### src/rtl/ddc_edid_reader.sv
// ddc_edid_reader: I2C master on the HDMI DDC bus. It reads the base EDID
// block (EDID_BYTES bytes starting at offset 0) from device 0xA0/0xA1 and
// streams each byte out together with its index.
//
// Ports
//   clk_50m     : sole clock (CLK_HZ)
//   reset       : synchronous, active-high
//   start       : one-cycle request, ignored while busy
//   hpd         : hot-plug detect (synchronised); low aborts a transaction
//   scl_in      : SCL pad level (synchronised)
//   sda_in      : SDA pad level (synchronised)
//   scl_oe      : 1 pulls SCL low (open drain)
//   sda_oe      : 1 pulls SDA low (open drain)
//   busy        : transaction in progress
//   edid_data   : received byte
//   edid_addr   : index of edid_data
//   edid_valid  : one-cycle strobe for edid_data/edid_addr
//   done        : one-cycle strobe at transaction end (success or failure)
//   error       : sticky failure flag, cleared by an accepted start
//   checksum_ok : only with DDC_CHECKSUM_EN; 1 iff the byte sum is 0 and no error
//
// Build option: define DDC_CHECKSUM_EN to add the checksum accumulator and
// the checksum_ok port.
//
// Every state lasts 4 quarters of QDIV cycles. SCL is released in quarter 1
// of every state, where a sink may stretch the clock.

module ddc_edid_reader #(
  parameter int unsigned CLK_HZ     = 50_000_000,
  parameter int unsigned SCL_HZ     = 100_000,
  parameter int unsigned EDID_BYTES = 128
) (
  input  logic       clk_50m,
  input  logic       reset,
  input  logic       start,
  input  logic       hpd,
  input  logic       scl_in,
  input  logic       sda_in,
  output logic       scl_oe,
  output logic       sda_oe,
  output logic       busy,
  output logic [7:0] edid_data,
  output logic [7:0] edid_addr,
  output logic       edid_valid,
  output logic       done,
`ifdef DDC_CHECKSUM_EN
  output logic       checksum_ok,
`endif
  output logic       error
);

  localparam int unsigned     QDIV        = CLK_HZ / (4 * SCL_HZ);
  localparam int unsigned     QW          = (QDIV > 1) ? $clog2(QDIV) : 1;
  // Clock-stretch timeout: 65536 quarters measured in clk cycles.
  localparam longint unsigned STALL_LIMIT = 64'd65536 * QDIV;
  localparam int unsigned     SW          = $clog2(STALL_LIMIT);
  localparam logic [7:0]      LAST_IDX    = 8'(EDID_BYTES - 1);

  typedef enum logic [3:0] {
    S_IDLE, S_START, S_ADDR_W, S_ACK_W, S_OFFSET, S_ACK_O,
    S_RSTART, S_ADDR_R, S_ACK_R, S_READ, S_MACK, S_STOP
  } state_e;

  state_e        state_q, state_d;
  logic [1:0]    phase_q, phase_d;
  logic [QW-1:0] qcnt_q, qcnt_d;
  logic [2:0]    bit_q, bit_d;
  logic [7:0]    sh_q, sh_d;
  logic          rx_q, rx_d;
  logic [SW-1:0] stall_q, stall_d;
  logic [7:0]    data_q, data_d;
  logic [7:0]    addr_q, addr_d;
  logic          valid_q, valid_d;
  logic          done_q, done_d;
  logic          error_q, error_d;

  logic qend, hold;
  assign qend = (qcnt_q == QW'(QDIV - 1));
  // Stretch: hold at the very start of quarter 1 so that SCL gets a full
  // quarter 1 plus quarter 2 of high time after the sink lets go.
  assign hold = (phase_q == 2'd1) && (qcnt_q == '0) && !scl_in;

  // NOTE: every always_comb output gets a default first, so no path can
  // leave a signal unassigned and infer a latch.
  always_comb begin
    state_d = state_q;
    phase_d = phase_q;
    qcnt_d  = qcnt_q;
    bit_d   = bit_q;
    sh_d    = sh_q;
    rx_d    = rx_q;
    stall_d = '0;
    data_d  = data_q;
    addr_d  = addr_q;
    valid_d = 1'b0;
    done_d  = 1'b0;
    error_d = error_q;

    if (state_q == S_IDLE) begin
      phase_d = 2'd0;
      qcnt_d  = '0;
      // A start in the same cycle as done is dropped.
      if (start && !done_q) begin
        if (hpd) begin
          state_d = S_START;
          error_d = 1'b0;
        end else begin
          error_d = 1'b1;
          done_d  = 1'b1;
        end
      end
    end else if (!hpd) begin
      // Sink unplugged: drop the bus immediately, no STOP.
      state_d = S_IDLE;
      phase_d = 2'd0;
      qcnt_d  = '0;
      addr_d  = 8'd0;
      error_d = 1'b1;
      done_d  = 1'b1;
    end else if (hold) begin
      stall_d = stall_q + SW'(1);
      if (stall_q == SW'(STALL_LIMIT - 1)) begin
        state_d = S_IDLE;
        phase_d = 2'd0;
        addr_d  = 8'd0;
        error_d = 1'b1;
        done_d  = 1'b1;
      end
    end else begin
      qcnt_d = qend ? '0 : qcnt_q + QW'(1);
      if (qend) phase_d = phase_q + 2'd1;

      // Sample SDA on the last cycle of quarter 2.
      if (qend && phase_q == 2'd2) begin
        rx_d = sda_in;
        if (state_q == S_READ) begin
          sh_d = {sh_q[6:0], sda_in};
          if (bit_q == 3'd7) begin
            data_d  = {sh_q[6:0], sda_in};
            valid_d = 1'b1;
          end
        end
      end

      // Frame end: last cycle of quarter 3.
      if (qend && phase_q == 2'd3) begin
        unique case (state_q)
          S_START: begin
            state_d = S_ADDR_W;
            sh_d    = 8'hA0;
            bit_d   = 3'd0;
          end
          S_ADDR_W, S_OFFSET, S_ADDR_R: begin
            if (bit_q == 3'd7) begin
              bit_d = 3'd0;
              if (state_q == S_ADDR_W)      state_d = S_ACK_W;
              else if (state_q == S_OFFSET) state_d = S_ACK_O;
              else                          state_d = S_ACK_R;
            end else begin
              bit_d = bit_q + 3'd1;
              sh_d  = {sh_q[6:0], 1'b0};
            end
          end
          S_ACK_W: begin
            if (rx_q) begin
              state_d = S_STOP;
              error_d = 1'b1;
            end else begin
              state_d = S_OFFSET;
              sh_d    = 8'h00;
            end
          end
          S_ACK_O: begin
            if (rx_q) begin
              state_d = S_STOP;
              error_d = 1'b1;
            end else begin
              state_d = S_RSTART;
            end
          end
          S_RSTART: begin
            state_d = S_ADDR_R;
            sh_d    = 8'hA1;
            bit_d   = 3'd0;
          end
          S_ACK_R: begin
            if (rx_q) begin
              state_d = S_STOP;
              error_d = 1'b1;
            end else begin
              state_d = S_READ;
              bit_d   = 3'd0;
            end
          end
          S_READ: begin
            if (bit_q == 3'd7) begin
              state_d = S_MACK;
              bit_d   = 3'd0;
            end else begin
              bit_d = bit_q + 3'd1;
            end
          end
          S_MACK: begin
            if (addr_q == LAST_IDX) begin
              state_d = S_STOP;
            end else begin
              state_d = S_READ;
              addr_d  = addr_q + 8'd1;
            end
          end
          S_STOP: begin
            state_d = S_IDLE;
            addr_d  = 8'd0;
            done_d  = 1'b1;
          end
          default: state_d = S_IDLE;
        endcase
      end
    end
  end

  // Line drive decoded from the registered state. Bit frames pull SCL low in
  // quarters 0 and 3; START/RSTART/STOP shape their own edges.
  always_comb begin
    scl_oe = 1'b0;
    sda_oe = 1'b0;
    unique case (state_q)
      S_IDLE: ;
      S_START: begin
        scl_oe = (phase_q == 2'd3);
        sda_oe = phase_q[1];
      end
      S_RSTART: begin
        scl_oe = (phase_q == 2'd0) || (phase_q == 2'd3);
        sda_oe = phase_q[1];
      end
      S_STOP: begin
        scl_oe = (phase_q == 2'd0);
        sda_oe = (phase_q != 2'd3);
      end
      S_ADDR_W, S_OFFSET, S_ADDR_R: begin
        scl_oe = (phase_q == 2'd0) || (phase_q == 2'd3);
        sda_oe = !sh_q[7];
      end
      S_MACK: begin
        scl_oe = (phase_q == 2'd0) || (phase_q == 2'd3);
        sda_oe = (addr_q != LAST_IDX);
      end
      default: begin
        scl_oe = (phase_q == 2'd0) || (phase_q == 2'd3);
      end
    endcase
  end

  // NOTE: sequential state uses non-blocking assignments only, so every
  // register samples the pre-edge value of every other register.
  always_ff @(posedge clk_50m) begin
    if (reset) begin
      state_q <= S_IDLE;
      phase_q <= 2'd0;
      qcnt_q  <= '0;
      bit_q   <= 3'd0;
      sh_q    <= 8'd0;
      rx_q    <= 1'b0;
      stall_q <= '0;
      data_q  <= 8'd0;
      addr_q  <= 8'd0;
      valid_q <= 1'b0;
      done_q  <= 1'b0;
      error_q <= 1'b0;
    end else begin
      state_q <= state_d;
      phase_q <= phase_d;
      qcnt_q  <= qcnt_d;
      bit_q   <= bit_d;
      sh_q    <= sh_d;
      rx_q    <= rx_d;
      stall_q <= stall_d;
      data_q  <= data_d;
      addr_q  <= addr_d;
      valid_q <= valid_d;
      done_q  <= done_d;
      error_q <= error_d;
    end
  end

`ifdef DDC_CHECKSUM_EN
  logic [7:0] sum_q, sum_d;
  logic       ck_q, ck_d;

  always_comb begin
    sum_d = sum_q;
    ck_d  = ck_q;
    if (state_q == S_IDLE && start && !done_q) begin
      sum_d = 8'd0;
      ck_d  = 1'b0;
    end
    if (valid_d) sum_d = sum_q + data_d;
    // valid_d and done_d are never both set, so sum_q is final here.
    if (done_d) ck_d = (sum_q == 8'd0) && !error_d;
  end

  always_ff @(posedge clk_50m) begin
    if (reset) begin
      sum_q <= 8'd0;
      ck_q  <= 1'b0;
    end else begin
      sum_q <= sum_d;
      ck_q  <= ck_d;
    end
  end

  assign checksum_ok = ck_q;
`endif

  assign busy       = (state_q != S_IDLE);
  assign edid_data  = data_q;
  assign edid_addr  = addr_q;
  assign edid_valid = valid_q;
  assign done       = done_q;
  assign error      = error_q;

endmodule

### config.mk
export PLATFORM = sky130hd
export DESIGN_NAME = ddc_edid_reader
export DESIGN_NICKNAME = d
export VERILOG_FILES = /design/src/rtl/ddc_edid_reader.sv
export SDC_FILE = /design/constraint.sdc
export NUM_CORES = 1
export LEC_CHECK = 0
export BUFFER_PORTS_ARGS = -buffer_cell sky130_fd_sc_hd__buf_2
export CAP_MARGIN = 20
export CORE_ASPECT_RATIO = 0.9
export CORE_MARGIN = 4
export CORE_UTILIZATION = 35
export DETAILED_ROUTE_END_ITERATION = 6
export PLACE_DENSITY_LB_ADDON = 0.3
export SYNTH_ARGS = -nofsm -noshare
export SYNTH_HDL_FRONTEND = slang
export SYNTH_SLANG_ARGS = --single-unit
### constraint.sdc
create_clock -name clk_50m -period 6.3 [get_ports clk_50m]
set_input_delay 0.63 -clock clk_50m [delete_from_list [all_inputs] [get_ports clk_50m]]
set_output_delay 0.63 -clock clk_50m [all_outputs]
set_load 0.02 [all_outputs]
==> flow_summary.toml <==
[synthesis]
ys_warn_count = 0
synth.net_count = 506
syn_area_mm2 = 0.00392
synth.top_cell.area_share_pct = 34.2
async_flop_share_pct = 0
synthTopCellsByArea = "dfxtp_1, nand2_1, nor2_1"
synth_enable_flop_cells = 0
ys_ff_latch = 67
synth.yosys.seq_area_share_pct = 34.2
synth_top_area_cell = "dfxtp_1"
ys.flop_type = "dfxtp_1"
syn_avg_cell_area_um2 = 8.00
syn_inst = 490
ys_types = 67

[timing]
max_clock_freq_mhz = 338
post-route-min-period_ps = 2960
finalSetupViolCount = 0
rsz0062_at_grt = "no"
slew_violations = 0
worstMarginPinSlew_ps = 1000
timing.slew.headroom_pct = 33.3
fin_tns_setup_ps = 0
finClkSkew_ps = 6.39
period_share_pct = 46.9
hold_viol = 0
worst_slack_ps = 3340

[cells_and_area]
layout_commonest_cell = "dfxtp_1"
fill_cells = 1134
area_growth_pct = 14.2
mostFrequentLayoutCells = "dfxtp_1, nand2_1, nor2_1, a21oi_1, buf_2"
layout-drive-gt1-share_pct = 11.5
n_antenna_cell = 0
layout.nets = 517

[clock_tree]
cts.sinks = 67
cts_buffers = 9
cts-htree-levels = 3
ctsResizeCount = 0
cts_tree = "yes"
clockBufferDepth = 2
clkLatencyLatePin_ps = 340
cts_hold_buf = 0
root_buffer = "clkbuf_16"
clk_pin_slew_ps = 60
cts_setup_buffers = 0

[hold_path]
min_to = "edid_data[0]$_SDFFE_PP0P_"
worstHoldPathType = "reg -> reg"
min_path_cells = 2
min_from = "edid_data[0]$_SDFFE_PP0P_"

[placement]
port-buffer-count = 27
pre_cts_ws_ps = 3400
dp_hpwl_mm = 6.60
place.gp.congestion = 0.821

[worst_setup_path]
r2r_end = "sh_q[6]$_SDFFE_PP0P_"
r2r_start = "state_q[0]$_SDFFE_PP0P_"
critPathCaptureType = "output pin"
crit_slowest_cell = "dfxtp_1"
cp.arrival_ps = 2330
rrSetupSlack_ps = 3360
r2r_cells = 5
cp_data_required_time_ps = 5670
cp-startpoint = "state_q[2]$_SDFFE_PP0P_"
crit_path_cell_trace = "inv_1 -> nand2_1 -> o221ai_1 -> o311ai_0 -> o31ai_1 -> buf_2"
crit_path_max_fanout = 30
max_stage_delay_ps = 950
critPathKind = "reg -> out"
start_kind = "flip-flop"

[floorplan]
fp.dieW_um = 120
core.rowCount = 36
initial_core_util_pct = 36.0
core_area_mm2 = 0.0109
top_level_ports = 28
die_y_um = 108
die-area_mm2 = 0.0130

[power]
vdd_ir_drop_max_mv = 0.194
leakage_nw = 1.58
power_frac_comb_pct = 10.1
switchingPower_w = 0.000285
power_per_cell_area_mw_per_mm2 = 252
power.internal_w = 0.000842
pwr-share-seq_pct = 40.0
sw_frac_of_total_pct = 25.3
pwr-share-clk_pct = 49.9

[global_routing]
grt_pass1_vias = 3426
grt_pass1_wl_mm = 16.7
grt_antenna_before_repair = 0
grt.total_usage_pct = 15.7
grt_overflow = 0
grt_max_degree = 39

[routing]
ant_nets = 0
route.detailed.drc = 0
totalWireLength_mm = 9.54
post_drt_via_cell_ratio = 5.48
via_count = 3604
drt_iter0_markers = 351
dr.pass1.iters = 4
wl_per_cell_um = 14.5

[run_status]
status = "finished clean"

[job]
maxCapViolCount = 0
==> final cells by class <==
class	instances	area (um^2)	area share (%)
Inverter	18	67.6	1.51
Timing Repair Buffer	28	143	3.18
Tap cell	152	190	4.25
Clock buffer	11	253	5.64
Clock inverter	5	83.8	1.87
Multi-Input combinational cell	377	2400	53.6
Sequential cell	67	1340	29.9
==> critical path: cells and delay by family, from the launching register on <==
kind                   cells  cell delay [ps]
buffers and inverters      2              450
flip-flops                 1              950
AND/OR/NAND/NOR            1              150
AO/OA/AOI/OAI              3              440
==> cell families after synthesis <==
kind of cell,Yosys count,share of synthesized area [%]
AO/OA/AOI/OAI,125,21.7
XOR/XNOR,22,4.91
adder cells (fa/ha/maj),10,3.19
buffers and inverters,46,4.56
flip-flops,67,34.2
multiplexers,7,1.82
AND/OR/NAND/NOR,213,29.6
==> layer usage <==
metal,track usage [%],vias up,part of all wire (%)
met4,4.82,0,0.82
met5,0,-,0
met2,24.0,78,43
met1,21.5,1710,50
met3,4.45,7,5.4
li1,-,1809,-
==> sequential cells by signal (all words and copies together), names as in the netlist <==
name	flops
edid_valid	1
stall_q	23
bit_q	3
qcnt_q	7
edid_data	8
rx_q	1
state_q	4
edid_addr	8
error	1
phase_q	2
sh_q	8
done	1
==> how the worst max path moves through the flow <==
stage | cells after the start | endpoint
3_3_place_gp | 5 | sh_q[6]$_SDFFE_PP0P_
2_1_floorplan | 6 | sda_oe
3_5_place_dp | 5 | sh_q[6]$_SDFFE_PP0P_
6_report | 6 | sda_oe
4_1_cts | 6 | sda_oe
5_1_grt | 5 | sh_q[6]$_SDFFE_PP0P_
==> synth_stat cells (all sizes together) (9+ instances only) <==
cell,n
o21ai,27
nor2,46
nand2,54
a32o,10
a21oi,33
nor3,16
inv,18
ha,10
xnor2,15
clkbuf,20
dfxtp,67
nor4,9
nand3,19
==> metrics by stage <==
step	total power, W	hold slack [ps]	area [um^2]	util, %	std cells
finish	0.00113	450	4480	41.1	658
global route	0.00117	484	4480	41.1	658
CTS	0.00114	458	4480	41.1	658
detailed placement	0.000572	446	4140	38.0	642
global placement	0.000568	438	4140	38.0	642
floorplan	0.000542	436	3920	-	490
==> power by group through the flow <==
stage / clock, W / combinational (W) / sequential [W]
detailed placement: 0 / 0.000113 / 0.000460
CTS: 0.000579 / 0.000113 / 0.000450
global placement: 0 / 0.000110 / 0.000458
floorplan: 0 / 0.0000940 / 0.000449
global route: 0.000595 / 0.000125 / 0.000453
finish: 0.000563 / 0.000114 / 0.000451
Power figures use the tool's default switching activity.
